[src/rtl/regfile_writeback_pkg.sv]
// Shared widths and source-select encoding for the write-back stage.
package regfile_writeback_pkg;

  localparam int unsigned WB_ADDR_WIDTH = 5;
  localparam int unsigned WB_DATA_WIDTH = 32;

  // Which producer, if any, is accepted in the current cycle.
  typedef enum logic [1:0] {
    SRC_NONE = 2'd0,
    SRC_ALU  = 2'd1,
    SRC_LSU  = 2'd2
  } wb_src_e;

  // True when an index names a real destination (x0 is hardwired zero).
  function automatic logic is_writable(input logic [WB_ADDR_WIDTH-1:0] idx);
    return (idx != '0);
  endfunction

endpackage

[src/rtl/regfile_writeback_scoreboard.sv]
// Per-register pending bits with hazard lookup for the issue stage.
module wb_scoreboard
  import regfile_writeback_pkg::*;
#(
  parameter int unsigned ADDR_WIDTH = WB_ADDR_WIDTH
) (
  input  logic                  clk,
  input  logic                  rst_n,
  input  logic                  set_i,
  input  logic [ADDR_WIDTH-1:0] set_idx_i,
  input  logic                  clr_i,
  input  logic [ADDR_WIDTH-1:0] clr_idx_i,
  input  logic [ADDR_WIDTH-1:0] rs1_i,
  input  logic [ADDR_WIDTH-1:0] rs2_i,
  input  logic [ADDR_WIDTH-1:0] rd_i,
  output logic                  hazard_c_o
);

  localparam int unsigned NUM_REGS = 32'(1) << ADDR_WIDTH;

  logic [NUM_REGS-1:0] pending_q;
  logic [NUM_REGS-1:0] pending_d;

  // Clear on commit, then set on issue so a same-edge set wins; x0 never pends.
  always_comb begin
    pending_d = pending_q;
    if (clr_i) begin
      pending_d[clr_idx_i] = 1'b0;
    end
    if (set_i) begin
      pending_d[set_idx_i] = 1'b1;
    end
    pending_d[0] = 1'b0;
  end

  // Pending state register.
  always_ff @(posedge clk or negedge rst_n) begin
    if (!rst_n) begin
      pending_q <= '0;
    end else begin
      pending_q <= pending_d;
    end
  end

  // RAW on either source or WAW on the destination blocks issue.
  always_comb begin
    hazard_c_o = pending_q[rs1_i] | pending_q[rs2_i] | pending_q[rd_i];
  end

endmodule

[src/rtl/regfile_writeback.sv]
// Write-back stage: LSU-over-ALU arbitration, registered RF write port,
// and a pending-bit scoreboard that stalls issue on RAW/WAW hazards.
module regfile_writeback
  import regfile_writeback_pkg::*;
#(
  parameter int unsigned ADDR_WIDTH = WB_ADDR_WIDTH,
  parameter int unsigned DATA_WIDTH = WB_DATA_WIDTH
) (
  input  logic                  clk,
  input  logic                  rst_n,
  // issue stage
  input  logic                  iss_valid,
  input  logic [ADDR_WIDTH-1:0] iss_rd,
  input  logic [ADDR_WIDTH-1:0] iss_rs1,
  input  logic [ADDR_WIDTH-1:0] iss_rs2,
  output logic                  iss_ready,
  // ALU result
  input  logic                  alu_valid,
  output logic                  alu_ready,
  input  logic [ADDR_WIDTH-1:0] alu_rd,
  input  logic [DATA_WIDTH-1:0] alu_data,
  // LSU result
  input  logic                  lsu_valid,
  output logic                  lsu_ready,
  input  logic [ADDR_WIDTH-1:0] lsu_rd,
  input  logic [DATA_WIDTH-1:0] lsu_data,
  // register-file write port
  output logic                  wen,
  output logic [ADDR_WIDTH-1:0] rd,
  output logic [DATA_WIDTH-1:0] dataD
);

  wb_src_e               sel_c;
  logic                  hazard_c;
  logic                  iss_fire_c;
  logic                  wen_q,  wen_d;
  logic [ADDR_WIDTH-1:0] rd_q,   rd_d;
  logic [DATA_WIDTH-1:0] data_q, data_d;

  // Fixed priority LSU > ALU; readies depend only on the other producer.
  always_comb begin
    sel_c     = SRC_NONE;
    lsu_ready = 1'b1;
    alu_ready = ~lsu_valid;
    if (lsu_valid) begin
      sel_c = SRC_LSU;
    end else if (alu_valid) begin
      sel_c = SRC_ALU;
    end
  end

  // Capture the accepted result; writes to x0 handshake without a write.
  always_comb begin
    wen_d  = 1'b0;
    rd_d   = rd_q;
    data_d = data_q;
    case (sel_c)
      SRC_LSU: begin
        rd_d   = lsu_rd;
        data_d = lsu_data;
        wen_d  = (lsu_rd != '0);
      end
      SRC_ALU: begin
        rd_d   = alu_rd;
        data_d = alu_data;
        wen_d  = (alu_rd != '0);
      end
      default: begin
        wen_d = 1'b0;
      end
    endcase
  end

  // Registered write port; reset drops any in-flight write.
  always_ff @(posedge clk or negedge rst_n) begin
    if (!rst_n) begin
      wen_q  <= 1'b0;
      rd_q   <= '0;
      data_q <= '0;
    end else begin
      wen_q  <= wen_d;
      rd_q   <= rd_d;
      data_q <= data_d;
    end
  end

  assign wen   = wen_q;
  assign rd    = rd_q;
  assign dataD = data_q;

  // Issue handshake; only a non-zero destination marks a register pending.
  always_comb begin
    iss_ready  = ~hazard_c;
    iss_fire_c = iss_valid & ~hazard_c;
  end

  // Pending bit clears on the edge the register file commits the write.
  wb_scoreboard #(
    .ADDR_WIDTH (ADDR_WIDTH)
  ) u_scoreboard (
    .clk        (clk),
    .rst_n      (rst_n),
    .set_i      (iss_fire_c && (iss_rd != '0)),
    .set_idx_i  (iss_rd),
    .clr_i      (wen_q),
    .clr_idx_i  (rd_q),
    .rs1_i      (iss_rs1),
    .rs2_i      (iss_rs2),
    .rd_i       (iss_rd),
    .hazard_c_o (hazard_c)
  );

endmodule

[config.mk]
export PLATFORM = sky130hd
export DESIGN_NAME = regfile_writeback
export DESIGN_NICKNAME = d
export VERILOG_FILES = /design/src/rtl/regfile_writeback_pkg.sv /design/src/rtl/regfile_writeback_scoreboard.sv /design/src/rtl/regfile_writeback.sv
export SDC_FILE = /design/constraint.sdc
export NUM_CORES = 1
export LEC_CHECK = 0
export ABC_AREA = 0
export CAP_MARGIN = 20
export CORE_ASPECT_RATIO = 2
export CORE_UTILIZATION = 50
export DETAILED_ROUTE_END_ITERATION = 8
export GPL_TIMING_DRIVEN = 0
export PLACE_DENSITY_LB_ADDON = 0.1
export SETUP_SLACK_MARGIN = 0.2
export SLEW_MARGIN = 10
export SYNTH_ARGS = -nofsm -noshare
export SYNTH_HDL_FRONTEND = slang
export SYNTH_SLANG_ARGS = --single-unit
[constraint.sdc]
create_clock -name clk -period 6.39 [get_ports clk]
set_clock_uncertainty 0.15 [all_clocks]
set_input_delay 0.639 -clock clk [delete_from_list [all_inputs] [get_ports clk]]
set_output_delay 0.639 -clock clk [all_outputs]
set_load 0.05 [all_outputs]
==> key figures <==
Synthesis
  • Post-Syn Instances: a little over 400
  • Primary FF master, synth: dfrtp_1
  • Avg Cell Area, Syn: roughly 10 sq um
  • Sequential fraction of the synthesis area: between 40% and 50%
  • Fraction of registers with async set/reset: between 90% and 100%
  • Yosys reg bits: slightly below 70
  • Cell Area, Synth: just over 4000 sq um
  • Area leader, netlist: dfrtp_1
  • EDFF count, synth: 0
  • Top cell type's share of synthesized area: around two fifths
  • Synth unique cells: 55
  • Synth top area cells: dfrtp_1 (42%), mux2i_1 (13%), o21ai_0 (11%), nand2_1 (4.5%), mux4_2 (4.4%)
  • Synthesized net count: about 500
  • Yosys warnings: 0

Clocking
  • Resize count post-CTS: 0
  • CTS Sinks: 69
  • Clock tree buffer depth: 2
  • H-tree levels: 3
  • Post-CTS setup repair buffer count: 0
  • Clock root buffer: clkbuf_16
  • Clock Latency Late Sink: about 0.34 ns
  • CTS Buf Count: 9
  • CTS tree: done
  • Reg clk slew, reported paths: about 0.050 ns

Layout
  • Nets: 638
  • Final std cells w/o fill: approximately 650
  • Layout cells sized above 1: between 9 and 10%
  • Diodes inserted: 0
  • Synth-to-layout area growth: 40.7%
  • Most common cell after layout, fill and taps aside: clkdlybuf4s50_1
  • Design area: a little under 6000 sq um
  • Most frequent cells in the layout: clkdlybuf4s50_1 (121), o21ai_0 (89), dfrtp_1 (69)
  • FILL cells: just under 600

Worst setup path
  • Worst Path Required: approximately 5.6 ns
  • CP Capture Type: output port
  • Critical Path Fanout Max: 10
  • CP startpoint kind: input port
  • Crit path arrival time: between 3 and 4 ns
  • Worst Path Class, Setup: in -> out

Route
  • Wire per inst: between 15 and 20 um
  • Routed Antenna Nets: 0
  • Via density: 6.07
  • Initial DRT Pass Iterations: 5
  • Post-Route WL: between 10 and 15 mm
  • Starting DRT DRC Count: 202
  • Routed vias: between 3,000 and 4,000
  • Drt drc: 0

Power and ir drop
  • Combinational power share: around a third
  • P_leak: ~0.0024 uW
  • P_int: 1100 uW
  • VDD IR max: between 200 and 250 uV
  • Sw Share: a little over a third
  • Switch Pwr: 587 uW
  • Clock power share: between 20 and 30%
  • PD cells: between 200 and 300 nW/um^2
  • Sequential share of power: 37.8%

Die
  • Core footprint: 7940 sq um
  • Io pins: 135
  • Die extent in x: 66.2 um
  • Die Span Y: ~130 um
  • Die area: between 8000 and 9000 sq um
  • Initial Util: 51.8%
  • Placement Rows: 46

Place
  • IO Port Bufs: ~120
  • Number of instances in the placed design: ~630
  • Placed instance area: 5480 sq um
  • GP Congestion: about 0.94
  • DPL Wire Length: a little under 10 mm
  • Setup WS pre-CTS: between 1.5 and 2 ns

STA
  • Worst hold slack: about 0.42 ns
  • Fin crit period: roughly 4.5 ns
  • RSZ-0062 raised after global routing: no
  • Slew headroom: 52.0%
  • Period utilisation layout: 70.6%
  • Final setup fails: 0
  • Final setup TNS: 0 ns
  • Peak Freq: approximately 220 MHz
  • Max-slew violation count: 0
  • Fin worst setup slack: ~1.9 ns
  • Final Hold Viols: 0
  • Worst-Margin Slew: 0.720 ns

Global routing
  • Largest net degree at the start of global routing: 60
  • GRT Residual Overflow: 0
  • Initial antenna violation count: 0
  • Total Routing Usage GR: a little under a third
  • Number of global-route vias before repair: roughly 4,000
  • First-pass GRT wire length: 19.4 mm

Status
  • Status: completed

Min path
  • HP Class: reg -> reg

Job
  • Max-cap violations: 0
## area by class of cell
type | count | area, sq um | share of cell area, %
sequential | 69 | 1730 | 29.8
tap | 96 | 120 | 2.07
timing repair buffer | 124 | 1260 | 21.7
clock buffer | 9 | 225 | 3.89
multi-input combinational | 302 | 2180 | 37.7
clock inverter | 7 | 75.1 | 1.30
buffer | 33 | 188 | 3.24
inverter | 5 | 18.8 | 0.324
## metal layers
metal	track usage (%)	up-vias	part of all wire (%)
li1	-	1807	-
met1	29.5	1884	34
met2	54.9	180	55
met3	9.18	41	6.4
met4	19.4	0	4.4
met5	0	-	0
## stage by stage
stage          util (%)  total power, uW
3_3_place_gp       68.7             1170
6_report           72.9             1690
2_1_floorplan         -              972
3_5_place_dp       69.0             1190
5_1_grt            72.9             1760
4_1_cts            72.9             1690
## power groups by stage
stage	clock network, uW	registers, uW	logic, uW
detailed placement	0	642	545
floorplan	0	686	286
global route	519	651	591
finish	500	639	550
global placement	0	634	532
CTS	501	635	550
## cell families (layout without fill, tap and decap cells)
family	count (synthesis)	after routing	synth area share, %
compound gates	126	126	18.1
simple gates	105	105	14.0
mux	70	70	20.8
flops	69	69	42.0
buf+inv	38	178	5.02
other cells	1	1	0.0911
## final timing paths
kind | from | endpoint | slack (ns) | cells past startpoint
setup / recovery | iss_rs1[0] | iss_ready | 1.88 | 9
hold / removal | dataD[24] | dataD[24] | 0.42 | 2
setup reg to reg | u_scoreboard.pending_q[31] | u_scoreboard.pending_q[14] | 3.79 | 7
hold reg to reg | dataD[24] | dataD[24] | 0.42 | 2
max in group asynchronous | rst_n | dataD[11] | 5.01 | 3
min in group asynchronous | rst_n | dataD[27] | 0.53 | 2
## synth_stat cells (5+ instances only)
master and n:
inv_1 5, mux4_2 8, o21ai_0 89, mux2i_1 55
nand2_1 49, clkbuf_1 19, o41ai_1 11, dfrtp_1 69
nor2_1 10, nand3b_1 10, a22oi_1 5
## timing repair
action | in CTS | in global routing
hold endpoints to repair | 10 | 0
hold buffers | 1 | 0
endpoints found under the setup margin | 0 | 0
## worst max-delay path: stages
cell and delay (ns):
clkdlybuf4s50_1 0.61, mux4_2 0.54, o211ai_1 0.18, and4_1 0.23, buf_2 0.18, nand4_4 0.19, buf_4 0.25, nor2_1 0.10
clkdlybuf4s50_1 0.80
## registers in the layout, summed over array words and instances, names as in the netlist
signal / count
rd: 5
wen: 1
dataD: 32
u_scoreboard.pending_q: 31
(Power assumes the default switching activity.)
